**config.mk**
```make
export PLATFORM = sky130hd
export DESIGN_NAME = i2c_txn_sched
export DESIGN_NICKNAME = d
export VERILOG_FILES = /design/src/rtl/i2c_pkg.sv /design/src/rtl/i2c_rr_arbiter.sv /design/src/rtl/i2c_txn_sched.sv
export SDC_FILE = /design/constraint.sdc
export NUM_CORES = 1
export LEC_CHECK = 0
export ABC_CLOCK_PERIOD_IN_PS = 2500
export BUFFER_PORTS_ARGS = -buffer_cell sky130_fd_sc_hd__buf_2
export CORE_MARGIN = 1
export CORE_UTILIZATION = 45
export CTS_CLUSTER_SIZE = 12
export DETAILED_ROUTE_END_ITERATION = 10
export PLACE_DENSITY = 0.72
export SYNTH_ARGS = -nofsm -noshare
export SYNTH_HDL_FRONTEND = slang
export SYNTH_SLANG_ARGS = --single-unit
export TNS_END_PERCENT = 5
```
**constraint.sdc**
```tcl
create_clock -name clk -period 2.5 [get_ports clk]
set_clock_uncertainty 0.15 [all_clocks]
set_input_delay 0.75 -clock clk [delete_from_list [all_inputs] [get_ports clk]]
set_output_delay 0.75 -clock clk [all_outputs]
set_load 0.005 [all_outputs]
```
**src/rtl/i2c_pkg.sv**
```systemverilog
`default_nettype none
// ============================================================================
// Module  : i2c_pkg
// Brief   : Shared constants and FSM encoding for the I2C transaction scheduler.
// Rev     : 1.0 - initial release
// ============================================================================
package i2c_pkg;

    localparam int c_fclk    = 50_000_000;
    localparam int c_fvel    = 1_250_000;
    localparam int c_n4vel   = c_fclk / (4 * c_fvel);
    localparam int c_gap_cyc = 4 * c_n4vel;

    localparam int c_r_w_bit = 0;

    localparam int                   c_state_w      = 3;
    localparam logic [c_state_w-1:0] c_st_idle      = 3'd0;
    localparam logic [c_state_w-1:0] c_st_launch    = 3'd1;
    localparam logic [c_state_w-1:0] c_st_wait_busy = 3'd2;
    localparam logic [c_state_w-1:0] c_st_wait_done = 3'd3;
    localparam logic [c_state_w-1:0] c_st_eval      = 3'd4;
    localparam logic [c_state_w-1:0] c_st_resp      = 3'd5;
    localparam logic [c_state_w-1:0] c_st_gap       = 3'd6;

endpackage
`default_nettype wire

```
**src/rtl/i2c_rr_arbiter.sv**
```systemverilog
`default_nettype none
// ============================================================================
// Module  : i2c_rr_arbiter
// Brief   : Round-robin one-hot pick; pointer advances to the pick on i_upd.
// Rev     : 1.0 - initial release
// ============================================================================
module i2c_rr_arbiter
    import i2c_pkg::*;
#(
    parameter int N_REQ = 2
) (
    input  logic                     clk,
    input  logic                     rst_n,
    input  logic [N_REQ-1:0]         i_req,
    input  logic                     i_upd,
    output logic                     o_any,
    output logic [$clog2(N_REQ)-1:0] o_idx,
    output logic [N_REQ-1:0]         o_pick
);

    localparam int c_ix_w = $clog2(N_REQ);

    logic [c_ix_w-1:0] r_last;
    int                w_cand;

    // Reset points at the last requester so the search starts at requester 0.
    always_ff @(posedge clk) begin
        if (!rst_n) begin
            r_last <= c_ix_w'(N_REQ - 1);
        end else if (i_upd) begin
            r_last <= o_idx;
        end
    end

    always_comb begin
        o_any  = 1'b0;
        o_idx  = '0;
        o_pick = '0;
        w_cand = 0;
        for (int k = 1; k <= N_REQ; k++) begin
            w_cand = (int'(r_last) + k) % N_REQ;
            if (!o_any && i_req[w_cand[c_ix_w-1:0]]) begin
                o_any = 1'b1;
                o_idx = w_cand[c_ix_w-1:0];
            end
        end
        o_pick[o_idx] = o_any;
    end

endmodule
`default_nettype wire

```
**src/rtl/i2c_txn_sched.sv**
```systemverilog
`default_nettype none
// ============================================================================
// Module  : i2c_txn_sched
// Brief   : Round-robin scheduler sharing one I2C master among requesters.
// Rev     : 1.0 - initial release
// ============================================================================
module i2c_txn_sched
    import i2c_pkg::*;
#(
    parameter int N_REQ     = 2,
    parameter int MAX_RETRY = 2,
    parameter int GAP_CYC   = c_gap_cyc,
    parameter int START_TO  = 8,
    parameter int TIMEOUT   = 2048
) (
    input  logic               clk,
    input  logic               rst_n,
    input  logic [N_REQ-1:0]   req,
    input  logic [8*N_REQ-1:0] req_adr_com,
    input  logic [8*N_REQ-1:0] req_adr_reg,
    input  logic [8*N_REQ-1:0] req_dat_reg,
    output logic [N_REQ-1:0]   gnt,
    output logic [N_REQ-1:0]   done,
    output logic               rsp_err,
    output logic               rsp_timeout,
    output logic [7:0]         rsp_dat,
    output logic               busy,
    output logic               m_st,
    output logic [7:0]         m_adr_com,
    output logic [7:0]         m_adr_reg,
    output logic [7:0]         m_dat_reg,
    input  logic               m_en_tx,
    input  logic               m_err_ac,
    input  logic [7:0]         m_rx_dat
);

    localparam int c_ix_w = $clog2(N_REQ);
    localparam int c_wd_w = $clog2(TIMEOUT + 1);
    localparam int c_rt_w = (MAX_RETRY > 0) ? $clog2(MAX_RETRY + 1) : 1;
    localparam int c_gp_w = $clog2(GAP_CYC + 1);

    localparam logic [c_wd_w-1:0] c_start_lim = c_wd_w'(START_TO - 1);
    localparam logic [c_wd_w-1:0] c_tmo_lim   = c_wd_w'(TIMEOUT - 1);
    localparam logic [c_gp_w-1:0] c_gap_lim   = c_gp_w'(GAP_CYC - 1);
    localparam logic [c_rt_w-1:0] c_max_retry = c_rt_w'(MAX_RETRY);

    logic [c_state_w-1:0] r_state, w_state_nxt;
    logic                 w_sel;
    logic                 w_any;
    logic [c_ix_w-1:0]    w_idx;
    logic [N_REQ-1:0]     w_pick;

    logic [N_REQ-1:0]  r_gnt, r_done, w_done;
    logic              r_rsp_err, r_rsp_timeout, r_busy, r_m_st;
    logic              w_rsp_err, w_rsp_timeout, w_busy, w_m_st;
    logic [7:0]        r_rsp_dat, w_rsp_dat;
    logic [7:0]        r_adr_com, r_adr_reg, r_dat_reg, r_rx_cap;
    logic              r_err_cap;
    logic [c_rt_w-1:0] r_retry;
    logic [c_wd_w-1:0] r_wdog;
    logic [c_gp_w-1:0] r_gap;

    i2c_rr_arbiter #(.N_REQ(N_REQ)) u_arb (
        .clk    (clk),
        .rst_n  (rst_n),
        .i_req  (req),
        .i_upd  (w_sel),
        .o_any  (w_any),
        .o_idx  (w_idx),
        .o_pick (w_pick)
    );

    always_ff @(posedge clk) begin
        if (!rst_n) r_state <= c_st_idle;
        else        r_state <= w_state_nxt;
    end

    always_comb begin
        w_state_nxt = r_state;
        w_sel       = 1'b0;
        case (r_state)
            c_st_idle: begin
                // Holding off while en_tx is high covers a reset taken mid-transfer.
                if (w_any && !m_en_tx) begin
                    w_sel       = 1'b1;
                    w_state_nxt = c_st_launch;
                end
            end
            c_st_launch:    w_state_nxt = c_st_wait_busy;
            c_st_wait_busy: begin
                if (m_en_tx)                    w_state_nxt = c_st_wait_done;
                else if (r_wdog == c_start_lim) w_state_nxt = c_st_resp;
            end
            c_st_wait_done: begin
                if (!m_en_tx)                 w_state_nxt = c_st_eval;
                else if (r_wdog == c_tmo_lim) w_state_nxt = c_st_resp;
            end
            c_st_eval: begin
                if (r_err_cap && (r_retry < c_max_retry)) w_state_nxt = c_st_gap;
                else                                     w_state_nxt = c_st_resp;
            end
            c_st_resp: w_state_nxt = c_st_gap;
            c_st_gap: begin
                // A grant still held here means this gap precedes a retry.
                if (!m_en_tx && (r_gap == c_gap_lim))
                    w_state_nxt = (|r_gnt) ? c_st_launch : c_st_idle;
            end
            default: w_state_nxt = c_st_idle;
        endcase
    end

    always_comb begin
        w_done        = '0;
        w_rsp_err     = 1'b0;
        w_rsp_timeout = 1'b0;
        w_rsp_dat     = 8'h00;
        w_busy        = (w_state_nxt != c_st_idle);
        w_m_st        = (w_state_nxt == c_st_launch);
        if (w_state_nxt == c_st_resp) begin
            w_done = r_gnt;
            if (r_state == c_st_eval) begin
                w_rsp_err = r_err_cap;
                if (r_adr_com[c_r_w_bit] && !r_err_cap) w_rsp_dat = r_rx_cap;
            end else begin
                w_rsp_err     = 1'b1;
                w_rsp_timeout = 1'b1;
            end
        end
    end

    always_ff @(posedge clk) begin
        if (!rst_n) begin
            r_done        <= '0;
            r_rsp_err     <= 1'b0;
            r_rsp_timeout <= 1'b0;
            r_rsp_dat     <= 8'h00;
            r_busy        <= 1'b0;
            r_m_st        <= 1'b0;
        end else begin
            r_done        <= w_done;
            r_rsp_err     <= w_rsp_err;
            r_rsp_timeout <= w_rsp_timeout;
            r_rsp_dat     <= w_rsp_dat;
            r_busy        <= w_busy;
            r_m_st        <= w_m_st;
        end
    end

    always_ff @(posedge clk) begin
        if (!rst_n) begin
            r_gnt     <= '0;
            r_adr_com <= 8'h00;
            r_adr_reg <= 8'h00;
            r_dat_reg <= 8'h00;
            r_retry   <= '0;
            r_wdog    <= '0;
            r_gap     <= '0;
            r_err_cap <= 1'b0;
            r_rx_cap  <= 8'h00;
        end else begin
            if (w_sel) begin
                r_gnt     <= w_pick;
                r_adr_com <= req_adr_com[{w_idx, 3'b000} +: 8];
                r_adr_reg <= req_adr_reg[{w_idx, 3'b000} +: 8];
                r_dat_reg <= req_dat_reg[{w_idx, 3'b000} +: 8];
                r_retry   <= '0;
            end else if (r_state == c_st_resp) begin
                r_gnt <= '0;
            end else if ((r_state == c_st_eval) && (w_state_nxt == c_st_gap)) begin
                r_retry <= r_retry + 1'b1;
            end

            // Watchdog counts cycles since st, restarting when en_tx is seen high.
            if ((w_state_nxt == c_st_launch) ||
                ((w_state_nxt == c_st_wait_done) && (r_state != c_st_wait_done)))
                r_wdog <= '0;
            else if ((r_state == c_st_launch) || (r_state == c_st_wait_busy) ||
                     (r_state == c_st_wait_done))
                r_wdog <= r_wdog + 1'b1;

            if ((r_state != c_st_gap) || m_en_tx) r_gap <= '0;
            else                                  r_gap <= r_gap + 1'b1;

            if ((r_state == c_st_wait_done) && !m_en_tx) begin
                r_err_cap <= m_err_ac;
                r_rx_cap  <= m_rx_dat;
            end
        end
    end

    assign gnt         = r_gnt;
    assign done        = r_done;
    assign rsp_err     = r_rsp_err;
    assign rsp_timeout = r_rsp_timeout;
    assign rsp_dat     = r_rsp_dat;
    assign busy        = r_busy;
    assign m_st        = r_m_st;
    assign m_adr_com   = r_adr_com;
    assign m_adr_reg   = r_adr_reg;
    assign m_dat_reg   = r_dat_reg;

endmodule
`default_nettype wire

```
# Word level (Yosys, flattened, before mapping)
# Index checks and enable logic that the tools add are counted.
# word_totals
regBits,73
input_bits,62
out_inout_bits,40
elab_cells,99
# op_classes
add_sub_neg,5
n_lt_le_gt_ge,5
eq_ne,15
shifts,3
muxes,25
bitwise,3
reduce_logical,26
# ops
cell,count
16-bit by 5-bit variable part select with 8-bit output,3
3-bit one-hot mux with 7 select lines,1
3-bit two-way mux,6
3-bit == test (second input constant),5
1-bit two-way mux,14
12-bit by 1-bit adder with 12-bit output (second input constant),1
12-bit by 11-bit == test with 1-bit output (second input constant),1
12-bit by 3-bit == test with 1-bit output (second input constant),1
3-bit by 2-bit == test with 1-bit output (second input constant),3
1-bit logical AND,9
2-bit OR reduction,4
6-bit by 1-bit adder with 6-bit output (second input constant),1
3-bit by 1-bit == test with 1-bit output (second input constant),2
6-bit == test (second input constant),1
1-bit by 2-bit < comparator with 1-bit output (second input constant),3
2-bit two-way mux,3
1-bit logical OR,4
2-bit AND reduction,2
4-bit AND reduction,1
1-bit logical NOT,3
3-bit logical NOT,1
3-bit by 2-bit != test with 1-bit output (second input constant),1
3-bit != test (second input constant),1
3-bit nonzero test,1
other kinds (8),10

# Longest topological paths before layout
# logic_depth
word_depth,14
mapped_depth,9

# By module
# A second synthesis with hierarchy kept.
# hier_totals
hier_cells,336
hier_area_um2,3113.0
# by_module_without_submodules
module,n_inst,cells_each,area_per_inst_um2,seq_area_each_um2
i2c_txn_sched,1,327,3037.9,1441.4
i2c_rr_arbiter,1,9,75.1,20.0

# Worst setup path before layout
# OpenSTA, ideal clock, no wires.
# synth_timing
kind,input-to-reg
start,in m_en_tx
end,reg r_wdog[0]
setup_time_ps,117
t_arrival_ps,2161
required_time_ps,2233
setup_slack_ps,72
cell_stages,7
cell_sequence,clkbuf_2 -> nor3_1 -> o311a_1 -> o311ai_0 -> o31ai_1 -> buf_2 -> nor2_1
# synth_between
elab_chain_cells,8
elab_cells_between_ends,13
classes_between,eq/ne: 2; mux: 5; reduce/logical: 6
# synth_lines
item,line_no,source
from (decl),i2c_txn_sched.sv:32,"input logic m_en_tx,"
1-bit logical NOT,"i2c_txn_sched.sv:84, i2c_txn_sched.sv:105",
"1-bit logical AND, on equally long branches","i2c_txn_sched.sv:105, i2c_txn_sched.sv:84",
"3-bit two-way mux, on equally long branches","i2c_txn_sched.sv:105, i2c_txn_sched.sv:84",
3-bit one-hot mux with 7 select lines *,i2c_txn_sched.sv:81,case (r_state)
3-bit by 2-bit == test with 1-bit output,i2c_txn_sched.sv:175,((w_state_nxt == c_st_wait_done) && (r_state != c_st_wait_done)))
1-bit logical AND,i2c_txn_sched.sv:175,
1-bit logical OR *,i2c_txn_sched.sv:174,if ((w_state_nxt == c_st_launch) ||
2-bit OR reduction (no source line) *,n/a,
to (signal assigned),i2c_txn_sched.sv:179,r_wdog <= r_wdog + 1'b1;
to (decl),i2c_txn_sched.sv:60,logic [c_wd_w-1:0] r_wdog;
# Mark *: on every way between the ends. The rest lies on a longest branch, timed or not.
# A chain may end at the register's enable or synchronous reset.

# Final worst setup path
# layout_timing
start,reg r_wdog[0]
end,reg r_rsp_dat[2] (netlist: rsp_dat[2])
# layout_between
elab_chain_cells,6
elab_cells_between_ends,9
classes_between,eq/ne: 3; mux: 5; reduce/logical: 1
# layout_lines
item,line_no,source
12-bit by 11-bit == test with 1-bit output / 12-bit by 3-bit == test with 1-bit output (equally long branches),"i2c_txn_sched.sv:96, i2c_txn_sched.sv:92",
"3-bit two-way mux, on equally long branches","i2c_txn_sched.sv:96, i2c_txn_sched.sv:92",
"3-bit two-way mux, on equally long branches","i2c_txn_sched.sv:95, i2c_txn_sched.sv:91",
3-bit one-hot mux with 7 select lines *,i2c_txn_sched.sv:81,
3-bit == test *,i2c_txn_sched.sv:119,if (w_state_nxt == c_st_resp) begin
4-bit AND reduction (no source line) *,n/a,
to (signal assigned),i2c_txn_sched.sv:143,r_rsp_dat <= w_rsp_dat;
to (decl),i2c_txn_sched.sv:56,"logic [7:0] r_rsp_dat, w_rsp_dat;"
# Marked as above.

==> flow_summary_export.csv <==
group,metric,value,unit
power,leakage,1.60,nW
cells_and_area,top_register,"r_wdog",
worst_setup_path,startpoint_type,"register",
yosys,synth-edff-count,0,
floorplanning,rows,29,
routing,ant_nets,0,
yosys,yosysSeqAreaShare,49.6,%
sta,fin_setup_tns,0,ns
global_routing,grt_first_pass_wirelength,11200,um
clock_network,cts_buffer_depth,2,
worst_setup_path,r2r-start,"r_wdog[0]$_SDFFE_PP0P_",
cells_and_area,stdcell_count,486,
floorplanning,initial_core_util,46.4,%
floorplanning,die_h,82.9,um
sta,drv_slew,0,
yosys,yosys.cell_count.top_type,"dfxtp_1",
worst_setup_path,crit_path_max_fanout,10,
sta,holdWs,0.298,ns
sta,rsz0062_at_grt,"false",
placement,dp_hpwl,4740,um
yosys,async_reset_ff_share,0,%
yosys,ys_seq_elements,73,
clock_network,cts_root_buf,"clkbuf_8",
clock_network,insertion_delay,0.34,ns
yosys,synth_ff_type,"dfxtp_1",
sta,max_freq,0.433,GHz
sta,worst_slew_pin_slew,0.831,ns
yosys,netlist_area,2950,um^2
placement,gp_congestion,0.861,
hold_path,hold_start,"r_gap[0]$_SDFF_PP0_",
floorplanning,pin_count,102,
sta,setup_viol,0,
clock_network,hold_buffers,0,
worst_setup_path,crit_buf_inv,0,
routing,drc,0,
yosys,synthTopCellsByArea,"dfxtp_1 50%, a222oi_1 8.2%, nor2b_1 6.4%",
clock_network,tritoncts,"done",
sta,finalCritPeriodShare,92.3,%
yosys,syn_nets,366,
global_routing,grt_use_total,19.9,%
global_routing,grt_max_degree,40,
cells_and_area,largest_reg_flops,12,
hold_path,hold_class,"reg2reg",
clock_network,ctsHtreeMaxLevel,3,
yosys,yosysWarnings,0,
cells_and_area,fin_nets,468,
worst_setup_path,path_delay_family,"simple AND/OR/NAND/NOR gates",
status,status,"completed",
worst_setup_path,startpoint,"r_wdog[0]$_SDFFE_PP0P_",
yosys,yosys.area.top_type,"dfxtp_1",
sta,hold_viol_final,0,
clock_network,post_cts_buffers,0,
global_routing,overflow,0,
hold_path,whs_path_depth,1,
run,drv_cap,0,
global_routing,antenna_found_initial,0,
worst_setup_path,slowest_stage,"or4_4",
routing,dr.pass1.iters,5,
placement,place_area,3540,um^2
worst_setup_path,path_cells,"ha_1 -> and3b_1 -> nand3_1 -> or4_4 -> o311a_4 -> nor3_4 -> and4_1",
routing,vias_per_cell,5.42,
placement,placed_cells,470,
cells_and_area,layout-drive-gt1-share,34.2,%
power,ir_worst_vdd,0.000503,V
sta,maxSlewHeadroom,44.0,%
worst_setup_path,critPathKind,"reg2reg",
sta,period_needed,2.31,ns
placement,port-buffer-count,101,
routing,vias,2634,
floorplanning,core,6350,um^2
routing,wl,6700,um
worst_setup_path,crit_arrival,2.45,ns
yosys,synth_commonest_cells,"73 x dfxtp_1, 30 x nor2b_1, 26 x nand2_1",
worst_setup_path,cp.required,2.64,ns
routing,drtIter0Drc,206,
yosys,avgSynthCellArea,9.75,um^2
worst_setup_path,r2r_cells,7,
cells_and_area,fin_area,3740,um^2
power,p_total,2.75,mW
hold_path,hold_end,"r_gap[0]$_SDFF_PP0_",
worst_setup_path,reg2reg_slack,0.19,ns
clock_network,cts.sinks,73,
worst_setup_path,cpPeakStageDelay,0.45,ns
routing,wl_per_cell,13.8,um
clock_network,ctsResizeCount,0,
clock_network,clk_pin_slew,0.08,ns
worst_setup_path,regToRegEndpoint,"rsp_dat[2]$_SDFF_PN0_",
cells_and_area,syn2layout_area_growth,27.0,%
global_routing,grt_pass1_vias,2464,
worst_setup_path,end_kind,"register",
yosys,synth.distinct_cells,46,
yosys,synth.top_cell.area_share,49.6,%
cells_and_area,n_antenna_cell,0,
power,power.density,736,nW/um^2
floorplanning,die_w,82.9,um
floorplanning,die_area,6870,um^2
yosys,synthCells,302,
clock_network,cts_buffers,9,
## layout make-up
cell class,count,area [um^2]
tap,77,96.3
sequential,73,1460
fill,549,2610
clock buffer,10,128
timing repair buffer,112,588
clock inverter,6,68.8
inverter,3,11.3
multi-input combinational,205,1390
## worst register-to-register path: stages (launching register included)
cell and delay [ns]:
dfxtp_1 0.37, ha_1 0.21, and3b_1 0.21, nand3_1 0.13
or4_4 0.45, o311a_4 0.17, nor3_4 0.34, and4_1 0.24
## stage by stage
| step | util [%] | worst slack [ns] |
|---|---|---|
| 2_1_floorplan | - | 0.0717 |
| 3_3_place_gp | 55.8 | 0.138 |
| 3_5_place_dp | 55.8 | 0.109 |
| 5_1_grt | 58.9 | 0.0642 |
| 6_report | 58.9 | 0.193 |
| 4_1_cts | 58.9 | 0.188 |
## cell families (layout without fill, tap and decap cells)
kind of cell / Yosys count / in the layout / share of synthesized area [%]
buffers and inverters: 24 / 131 / 3.44
flip-flops: 73 / 73 / 49.6
adder cells (fa/ha/maj): 2 / 2 / 0.849
AND/OR/NAND/NOR: 137 / 137 / 26.1
AO/OA/AOI/OAI: 50 / 50 / 15.2
XOR/XNOR: 15 / 15 / 4.46
multiplexers: 1 / 1 / 0.340
## power by group
group	switching, mW	internal (mW)
Clock	0.445	0.462
Sequential	0.0700	1.25
Combinational	0.267	0.260
## routing by layer
metal	global-route usage [%]	up-vias	wire [um]
li1	-	1303	-
met4	9.09	0	163
met5	0	-	0
met3	5.27	17	396
met1	24.9	1220	2970
met2	32.0	94	3180
## placed cells by master (no fill, tap or decap), types with 4 or more instances in the layout
cell type / Yosys / final
nor4_1: 5 / 5
nor2_1: 25 / 25
nand2_1: 26 / 26
buf_2: 5 / 101
nor3_1: 4 / 4
a222oi_1: 24 / 24
and4_1: 10 / 10
xor2_1: 11 / 11
buf_4: 1 / 11
nor2b_1: 30 / 30
xnor2_1: 4 / 4
and3_1: 4 / 4
nand2b_1: 6 / 6
nand4_1: 4 / 4
clkinvlp_4: 0 / 4
a21boi_0: 9 / 9
dfxtp_1: 73 / 73
clkbuf_8: 0 / 9
nand3_1: 8 / 8
## how the worst max path moves through the flow
stage                             endpoint  slack [ns]  cells after the start
floorplan           r_wdog[0]$_SDFFE_PP0P_        0.07                      7
global placement     rsp_dat[5]$_SDFF_PN0_        0.14                      5
detailed placement  r_wdog[3]$_SDFFE_PP0P_        0.11                      9
CTS                  rsp_dat[2]$_SDFF_PN0_        0.19                      7
global route         rsp_dat[7]$_SDFF_PN0_        0.06                      7
finish               rsp_dat[2]$_SDFF_PN0_        0.19                      7
(Power assumes the default switching activity.)
